## src/rtl/cnt_sched_pkg.sv

```systemverilog
// rtl/cnt_sched_pkg.sv - shared types and round-robin pick for the counter scheduler
package cnt_sched_pkg;

  localparam int MAX_REQ = 8;
  localparam int IDX_W   = 3;

  typedef enum logic [1:0] {
    S_IDLE = 2'd0,
    S_RUN  = 2'd1,
    S_DONE = 2'd2
  } state_t;

  typedef struct packed {
    logic             valid;
    logic [IDX_W-1:0] idx;
  } pick_t;

  // First set request at or above ptr, wrapping at n; requests at index >= n are ignored.
  function automatic pick_t rr_pick(input logic [MAX_REQ-1:0] req,
                                    input logic [IDX_W-1:0]   ptr,
                                    input int                 n);
    pick_t p;
    int    j;
    p.valid = 1'b0;
    p.idx   = '0;
    for (int i = 0; i < MAX_REQ; i++) begin
      j = int'(ptr) + i;
      if (j >= n) j = j - n;
      if (i < n && !p.valid && req[j[IDX_W-1:0]]) begin
        p.valid = 1'b1;
        p.idx   = j[IDX_W-1:0];
      end
    end
    return p;
  endfunction

endpackage

```

## src/rtl/cnt_core.sv

```systemverilog
// rtl/cnt_core.sv - loadable interval counter with terminal-count compare
module cnt_core #(
  parameter int CNT_W = 4
) (
  input  logic             i_clk,
  input  logic             i_reset,
  input  logic             i_clr,
  input  logic             i_en,
  input  logic             i_load,
  input  logic [CNT_W-1:0] i_load_val,
  output logic [CNT_W-1:0] o_cnt,
  output logic             o_tc
);

  logic [CNT_W-1:0] r_cnt;
  logic [CNT_W-1:0] r_len;

  always_ff @(posedge i_clk or posedge i_reset) begin
    if (i_reset) begin
      r_cnt <= '0;
      r_len <= '0;
    end else begin
      if (i_clr) begin
        r_cnt <= '0;
      end else if (i_en) begin
        r_cnt <= r_cnt + CNT_W'(1);
      end
      if (i_load) begin
        r_len <= i_load_val;
      end
    end
  end

  assign o_cnt = r_cnt;
  assign o_tc  = (r_cnt == r_len);

endmodule

```

## src/rtl/cnt_sched.sv

```systemverilog
// rtl/cnt_sched.sv - round-robin arbiter that lends one interval counter to N_REQ clients
module cnt_sched
  import cnt_sched_pkg::*;
#(
  parameter int CNT_W = 4,
  parameter int N_REQ = 4
) (
  input  logic                   i_clk,
  input  logic                   i_reset,
  input  logic [N_REQ-1:0]       i_req,
  input  logic [N_REQ*CNT_W-1:0] i_len,
  output logic [N_REQ-1:0]       o_gnt,
  output logic [N_REQ-1:0]       o_done,
  output logic [CNT_W-1:0]       o_cnt,
  output logic                   o_cout,
  output logic                   o_busy
);

  state_t           r_state;
  state_t           w_state_nxt;
  logic [IDX_W-1:0] r_ptr;
  logic [IDX_W-1:0] w_ptr_nxt;
  logic [IDX_W-1:0] r_idx;
  logic [IDX_W-1:0] w_idx_nxt;
  logic [IDX_W-1:0] w_idx_inc;
  logic [N_REQ-1:0] r_gnt;
  logic [N_REQ-1:0] w_gnt_nxt;
  logic [N_REQ-1:0] r_done;
  logic [N_REQ-1:0] w_done_nxt;
  logic [MAX_REQ-1:0] w_req_ext;
  logic             w_req_k;
  logic             w_clr;
  logic             w_en;
  logic             w_load;
  logic             w_tc;
  logic [CNT_W-1:0] w_len_sel;
  logic [CNT_W-1:0] w_cnt;
  pick_t            w_pick;

  assign w_req_ext = MAX_REQ'(i_req);
  assign w_req_k   = w_req_ext[r_idx];
  assign w_pick    = rr_pick(w_req_ext, r_ptr, N_REQ);
  assign w_idx_inc = (r_idx == IDX_W'(N_REQ - 1)) ? '0 : r_idx + 1'b1;

  always_comb begin
    w_len_sel = '0;
    for (int k = 0; k < N_REQ; k++) begin
      if (w_pick.idx == IDX_W'(k)) begin
        w_len_sel = i_len[k*CNT_W +: CNT_W];
      end
    end
  end

  cnt_core #(
    .CNT_W(CNT_W)
  ) u_core (
    .i_clk      (i_clk),
    .i_reset    (i_reset),
    .i_clr      (w_clr),
    .i_en       (w_en),
    .i_load     (w_load),
    .i_load_val (w_len_sel),
    .o_cnt      (w_cnt),
    .o_tc       (w_tc)
  );

  // Withdrawal outranks terminal count so a dropped request never yields a done pulse.
  always_comb begin
    w_state_nxt = r_state;
    w_ptr_nxt   = r_ptr;
    w_idx_nxt   = r_idx;
    w_gnt_nxt   = r_gnt;
    w_done_nxt  = '0;
    w_clr       = 1'b0;
    w_en        = 1'b0;
    w_load      = 1'b0;
    case (r_state)
      S_IDLE: begin
        if (w_pick.valid) begin
          w_state_nxt = S_RUN;
          w_idx_nxt   = w_pick.idx;
          w_gnt_nxt   = N_REQ'(1) << w_pick.idx;
          w_load      = 1'b1;
          w_clr       = 1'b1;
        end
      end
      S_RUN: begin
        if (!w_req_k) begin
          w_state_nxt = S_IDLE;
          w_gnt_nxt   = '0;
          w_clr       = 1'b1;
          w_ptr_nxt   = w_idx_inc;
        end else if (w_tc) begin
          w_state_nxt = S_DONE;
          w_gnt_nxt   = '0;
          w_done_nxt  = N_REQ'(1) << r_idx;
        end else begin
          w_en        = 1'b1;
        end
      end
      S_DONE: begin
        w_state_nxt = S_IDLE;
        w_clr       = 1'b1;
        w_ptr_nxt   = w_idx_inc;
      end
      default: begin
        w_state_nxt = S_IDLE;
        w_gnt_nxt   = '0;
        w_clr       = 1'b1;
      end
    endcase
  end

  always_ff @(posedge i_clk or posedge i_reset) begin
    if (i_reset) begin
      r_state <= S_IDLE;
      r_ptr   <= '0;
      r_idx   <= '0;
      r_gnt   <= '0;
      r_done  <= '0;
    end else begin
      r_state <= w_state_nxt;
      r_ptr   <= w_ptr_nxt;
      r_idx   <= w_idx_nxt;
      r_gnt   <= w_gnt_nxt;
      r_done  <= w_done_nxt;
    end
  end

  assign o_gnt  = r_gnt;
  assign o_done = r_done;
  assign o_cnt  = w_cnt;
  assign o_cout = (r_state == S_RUN) && w_tc && w_req_k;
  assign o_busy = (r_state != S_IDLE);

endmodule

```

## config.mk

```make
export PLATFORM = sky130hd
export DESIGN_NAME = cnt_sched
export DESIGN_NICKNAME = d
export VERILOG_FILES = /design/src/rtl/cnt_sched_pkg.sv /design/src/rtl/cnt_core.sv /design/src/rtl/cnt_sched.sv
export SDC_FILE = /design/constraint.sdc
export NUM_CORES = 1
export LEC_CHECK = 0
export ABC_AREA = 0
export ABC_CLOCK_PERIOD_IN_PS = 2900
export BUFFER_PORTS_ARGS = -buffer_cell sky130_fd_sc_hd__buf_2
export CORE_UTILIZATION = 35
export DETAILED_ROUTE_END_ITERATION = 8
export GPL_ROUTABILITY_DRIVEN = 0
export SLEW_MARGIN = 20
export SYNTH_ARGS = -nofsm -noshare
export SYNTH_HDL_FRONTEND = slang
export SYNTH_HIERARCHICAL = 1
export SYNTH_SLANG_ARGS = --single-unit
```

## constraint.sdc

```tcl
create_clock -name i_clk -period 2.9 [get_ports i_clk]
set_input_delay 0.58 -clock i_clk [delete_from_list [all_inputs] [get_ports i_clk]]
set_output_delay 0.58 -clock i_clk [all_outputs]
set_load 0.01 [all_outputs]
```

# Yosys cells after proc, flatten, opt, wreduce, memory -nomap -nowiden
# Index checks and enable logic that the tools add are counted.
word_totals:
  reg_bits: 24
  inputBits: 22
  out_inout_bits: 14
op_classes:
  addsub: 9
  n_lt_le_gt_ge: 9
  n_eq_ne: 10
  shifts: 2
  n_mux: 45
  bitwise: 1
  n_reduce_logical: 17
op_table:
  columns: ["cell", "n"]
  rows:
  - ["4-bit 2-to-1 mux", 16]
  - ["3-bit by 4-bit < comparator with 1-bit output (second input constant)", 5]
  - ["3-bit 2-to-1 mux", 6]
  - ["1-bit binary-select mux with 3-bit select", 5]
  - ["4-bit by 3-bit >= comparator with 1-bit output (second input constant)", 3]
  - ["4-bit case mux with 3 select lines", 1]
  - ["3-bit subtractor (second input constant)", 4]
  - ["1-bit 2-to-1 mux", 11]
  - ["3-bit by 2-bit == test with 1-bit output (second input constant)", 3]
  - ["3-bit by 2-bit adder with 4-bit output (second input constant)", 2]
  - ["1-bit by 3-bit << shifter with 4-bit output (first input constant)", 2]
  - ["2-bit 2-to-1 mux", 3]
  - ["3-bit case mux with 2 select lines", 1]
  - ["2-bit AND reduction", 3]
  - ["2-bit nonzero test", 3]
  - ["1-bit logical AND", 5]
  - ["3-bit by 1-bit adder with 4-bit output (second input constant)", 1]
  - ["4-bit by 1-bit adder with 4-bit output (second input constant)", 1]
  - ["4-bit == test", 1]
  - ["2-bit != test (second input constant)", 2]
  - ["2-bit case mux with 2 select lines", 1]
  - ["3-bit by 1-bit adder with 3-bit output (second input constant)", 1]
  - ["3-bit by 1-bit == test with 1-bit output (second input constant)", 1]
  - ["3-bit >= comparator (second input constant)", 1]
  - ["9 further kinds", 11]

# Depth between registers and ports, before layout
logic_depth:
  depth_word: 19
  ltp_mapped: 11
  depth_no_buf: 9

# Modules after synthesis
# The synthesis kept the hierarchy.
modules_own_cells:
  columns: ["module", "instances", "cells_per_inst", "area_each_um2", "seq_area_each_um2"]
  rows:
  - ["cnt_sched", 1, 110, 1161.1, 400.4]
  - ["cnt_core", 1, 30, 382.9, 200.2]

# Worst setup path after synthesis
# Ideal clock, no wire load.
synth_path:
  kind: "reg2reg"
  startpoint: "register r_ptr[0]"
  endpoint: "register u_core.r_len[0]"
  setup_time_ns: 0.125
  arrival_time_ns: 2.648
  t_required_ns: 2.775
  slack_ns: 0.127
  path_stages_with_launch: 12
  n_path_buf: 2
  cell_sequence: "dfrtp_1 > buf_2 > inv_1 > ha_1 > mux4_2 > a221o_1 > o2bb2ai_1 > mux2i_1 > buf_6 > mux2i_1 > mux2i_1 > mux2_2"
synth_between:
  elab_chain_len: 19
  word_cells_on_any_way: 43
  classes_between: "add/sub (7); order compare (4); eq/ne (3); mux (22); reduce/logical (7)"
synth_lines:
  columns: ["element", "line_no", "text"]
  rows:
  - ["start, declared", "cnt_sched.sv:21", "logic [IDX_W-1:0] r_ptr;"]
  - ["start signal, assigned", "cnt_sched.sv:123", "r_ptr <= w_ptr_nxt;"]
  - ["branches (longest 13 deep; another with 3-bit by 1-bit adder with 4-bit output)", null, null]
  - ["4-bit 2-to-1 mux *", "cnt_sched_pkg.sv:29", "if (i < n && !p.valid && req[j[IDX_W-1:0]]) begin"]
  - ["3-bit logical NOT", "cnt_sched.sv:48", "if (w_pick.idx == IDX_W'(k)) begin"]
  - ["4-bit 2-to-1 mux (3 in series)", "cnt_sched.sv:48", null]
  - ["4-bit 2-to-1 mux *", "cnt_sched.sv:48", null]
  - ["named net w_len_sel[0]", "cnt_sched.sv:36", "logic [CNT_W-1:0] w_len_sel;"]
  - ["end signal, assigned", "cnt_core.sv:29", "r_len <= i_load_val;"]
  - ["end, declared", "cnt_core.sv:16", "logic [CNT_W-1:0] r_len;"]
# Mark *: on every way through the listed nets, which the timed path passes. The select of a mux whose other input is x is not followed.
# A chain may end at the register's enable or synchronous reset.

# Worst setup path in the final report
layout_path:
  startpoint: "register r_ptr[1]"
  endpoint: "register u_core.r_len[1]"
# The elaborated chain is that of the path after synthesis.

==> impl_metrics.yaml <==
synthesis:
  netlist-cell-type-count: 44
  synthTopCellsByCount: "24 x dfrtp_1, 17 x mux2i_1, 10 x inv_1, 9 x nor2_1, 7 x ha_1"
  yosys-top-cells-area: "dfrtp_1 39%, mux2i_1 11%, ha_1 5.7%"
  synthMuxAreaShare: 0.2075
  async_reset_ff_frac: 1.000
  ys.flop_type: "dfrtp_1"
  synthAdderAreaFrac: 0.05673
  yosys.area.top_type: "dfrtp_1"
  synth_seq_area_share: 0.3890
  synth_edf_count: 0
  synth-seq-cells: 24
  synth_most_common_cell: "dfrtp_1"
  syn_area_per_cell_um2: 11.03
  synth_top_area_frac: 0.3890
  synth_compound_area_frac: 0.1216
  synth_top_family_by_area: "multiplexers"
  yosys.area_share.simple: 0.1491
  synth.cell_area_mm2: 0.001544
  syn_nets: 169
  synth_xor_xnor_area_share: 0.02836
  ys_warn_count: 6
  synthesis.instances: 140
die:
  die-area_mm2: 0.004681
  io_pins: 36
  start_util: 0.3752
  row_count: 23
  coreArea_mm2: 0.004115
  die_y_um: 68.42
  dieWidth_um: 68.42
setup_path:
  r2r_slack_ns: 0.15
  cp_top_family: "multiplexers"
  path_class: "reg -> reg"
  cp-start-kind: "register"
  endpoint_kind: "register"
  cp.required_ns: 3.06
  crit_start: "r_ptr[1]"
  timing.rr.start: "r_ptr[1]"
  r2r_end: "u_core/r_len[1]"
  worst_ep_arrival_time_ns: 2.91
  critPathCapture: "u_core/r_len[1]"
  crit_slowest_cell: "mux4_2"
  crit_chain: "inv_2, ha_4, mux4_2, a221o_1, o2bb2ai_1, mux2i_1, buf_6, mux2i_2, mux2i_1, mux2_2"
  worst-path-buf-inv: 2
  reg2reg_depth: 10
  cpMostUsedCell: "mux2i_1"
  max_stage_delay_ns: 0.53
  critPathMaxFanout: 12
  path_depth: 10
power:
  clock_power_share: 0.102
  p_switching_uw: 826.6
  pwr-share-seq: 0.269
  vdd_drop_max_uv: 410.1
  internal-power_uw: 1114
  p_per_area_mw_per_mm2: 1058
  combPwrFrac: 0.629
  power_leakage_uw: 0.0009364
  switching_share: 0.4260
  finalPower_uw: 1941
timing:
  setup_ws_ns: 0.1460
  rsz0062_at_grt: "no"
  slew_violations: 0
  tns_ns: 0
  setup_violations: 0
  skew_ns: 0.002684
  hold_viol_final: 0
  fin_crit_sh: 0.9496
  period_needed_ns: 2.754
  timing.fmax_mhz: 363.1
  slew_headroom: 0.5910
  worst_slew_pin_slew_ns: 0.6128
global_route:
  grtUsageTotal: 0.1496
  grt_pass1_vias: 1078
  grt.overflow.total: 0
  grt_max_degree: 17
  antenna_found_initial: 0
  grt_pass1_wl_mm: 5.023
cells_and_area:
  seq_area_um2: 600.6
  final_nets: 207
  syn2layout_area_growth_pct: 18.80
  drive_gt1_frac: 0.3693
  fin_util: 0.4457
  fillers: 390
  multi_input_area_um2: 890.9
  antenna_cells: 0
clock_tree:
  h-tree-depth: 1
  cts_tree: "done"
  clockBufferDepth: 2
  cts.clk_slew.worst_paths_ns: 0.08
  hold_buffers: 0
  post_cts_buffers: 0
  cts.repair.resized: 0
  clkSinkCount: 24
  cts_made_buffers: 3
  clockRootBuffer: "clkbuf_8"
  worstSkewPairLatency_ns: 0.27
place:
  dpl.hpwl_mm: 2.477
  io_buffers: 35
  dp_slack_ns: 0.08969
detailed_routing:
  routed_wl_mm: 3.238
  vias: 1200
  detail_route.vias_per_cell: 5.310
  wl_per_cell_um: 14.33
  drcViolationCount: 0
  postRouteAntennaNets: 0
  first_pass_iters: 4
  drt-initial-drc-count: 54
run:
  max-cap-violations: 0
hold_path:
  worstHoldPathType: "in -> async"
run_status:
  status: "finished, final reports clean"
-- kinds of logic after synthesis --
family	count (synthesis)
fa+ha+maj	7
xor+xnor	5
buf+inv	15
simple gates	39
mux	27
flops	24
compound gates	23
-- layout by cell type, fill, tap and decap left out, types with 4 or more instances in the layout --
master / n
dfrtp_1: 24
xor2_1: 4
and2_1: 4
mux2_2: 6
nor2_1: 9
mux2i_1: 16
a21oi_1: 6
buf_2: 35
nand2_1: 6
ha_1: 6
inv_1: 8
-- worst min-delay path by stage --
stage,from,to,depth (start not counted)
3_5_place_dp,o_gnt[3],o_gnt[3],1
2_1_floorplan,i_reset,u_core/o_cnt[0],1
5_1_grt,i_reset,u_core/r_len[2],2
3_3_place_gp,o_gnt[2],o_gnt[2],1
6_report,i_reset,u_core/o_cnt[0],2
4_1_cts,i_reset,u_core/o_cnt[1],2
-- final cells by class --
class | instances | share of cell area
inverter | 10 | 0.02046
tap | 50 | 0.03411
timing repair buffer | 38 | 0.1098
sequential | 24 | 0.3274
multi-input combinational | 101 | 0.4857
clock buffer | 3 | 0.02251
-- routing by layer --
| layer | vias up | GRT usage | wire length [um] |
|---|---|---|---|
| met2 | 45 | 0.2451 | 1596 |
| met1 | 577 | 0.1838 | 1424 |
| met3 | 7 | 0.04000 | 162 |
| met4 | 0 | 0.06250 | 53 |
| li1 | 571 | - | - |
| met5 | - | 0 | 0 |
-- sequential cells by signal, indices dropped and copies added, names as in the netlist --
signal        flops
o_done            4
o_gnt             4
r_idx             3
r_ptr             3
r_state           2
u_core/o_cnt      4
u_core/r_len      4
-- stage by stage --
stage	hold WS (ns)	area (um^2)	instances
after floorplan	0.3957	1544	140
after global placement	0.4737	1768	223
after detailed placement	0.4768	1768	223
final	0.2565	1834	226
after CTS	0.2560	1809	226
after global routing	0.2864	1834	226
-- power by group through the flow --
stage               Combinational, uW  Sequential [uW]  Clock [uW]
floorplan                         980              500           0
global placement                 1140              522           0
detailed placement               1170              524           0
CTS                              1170              519         205
global route                     1340              533         217
finish                           1220              521         198
(Power assumes the default switching activity.)
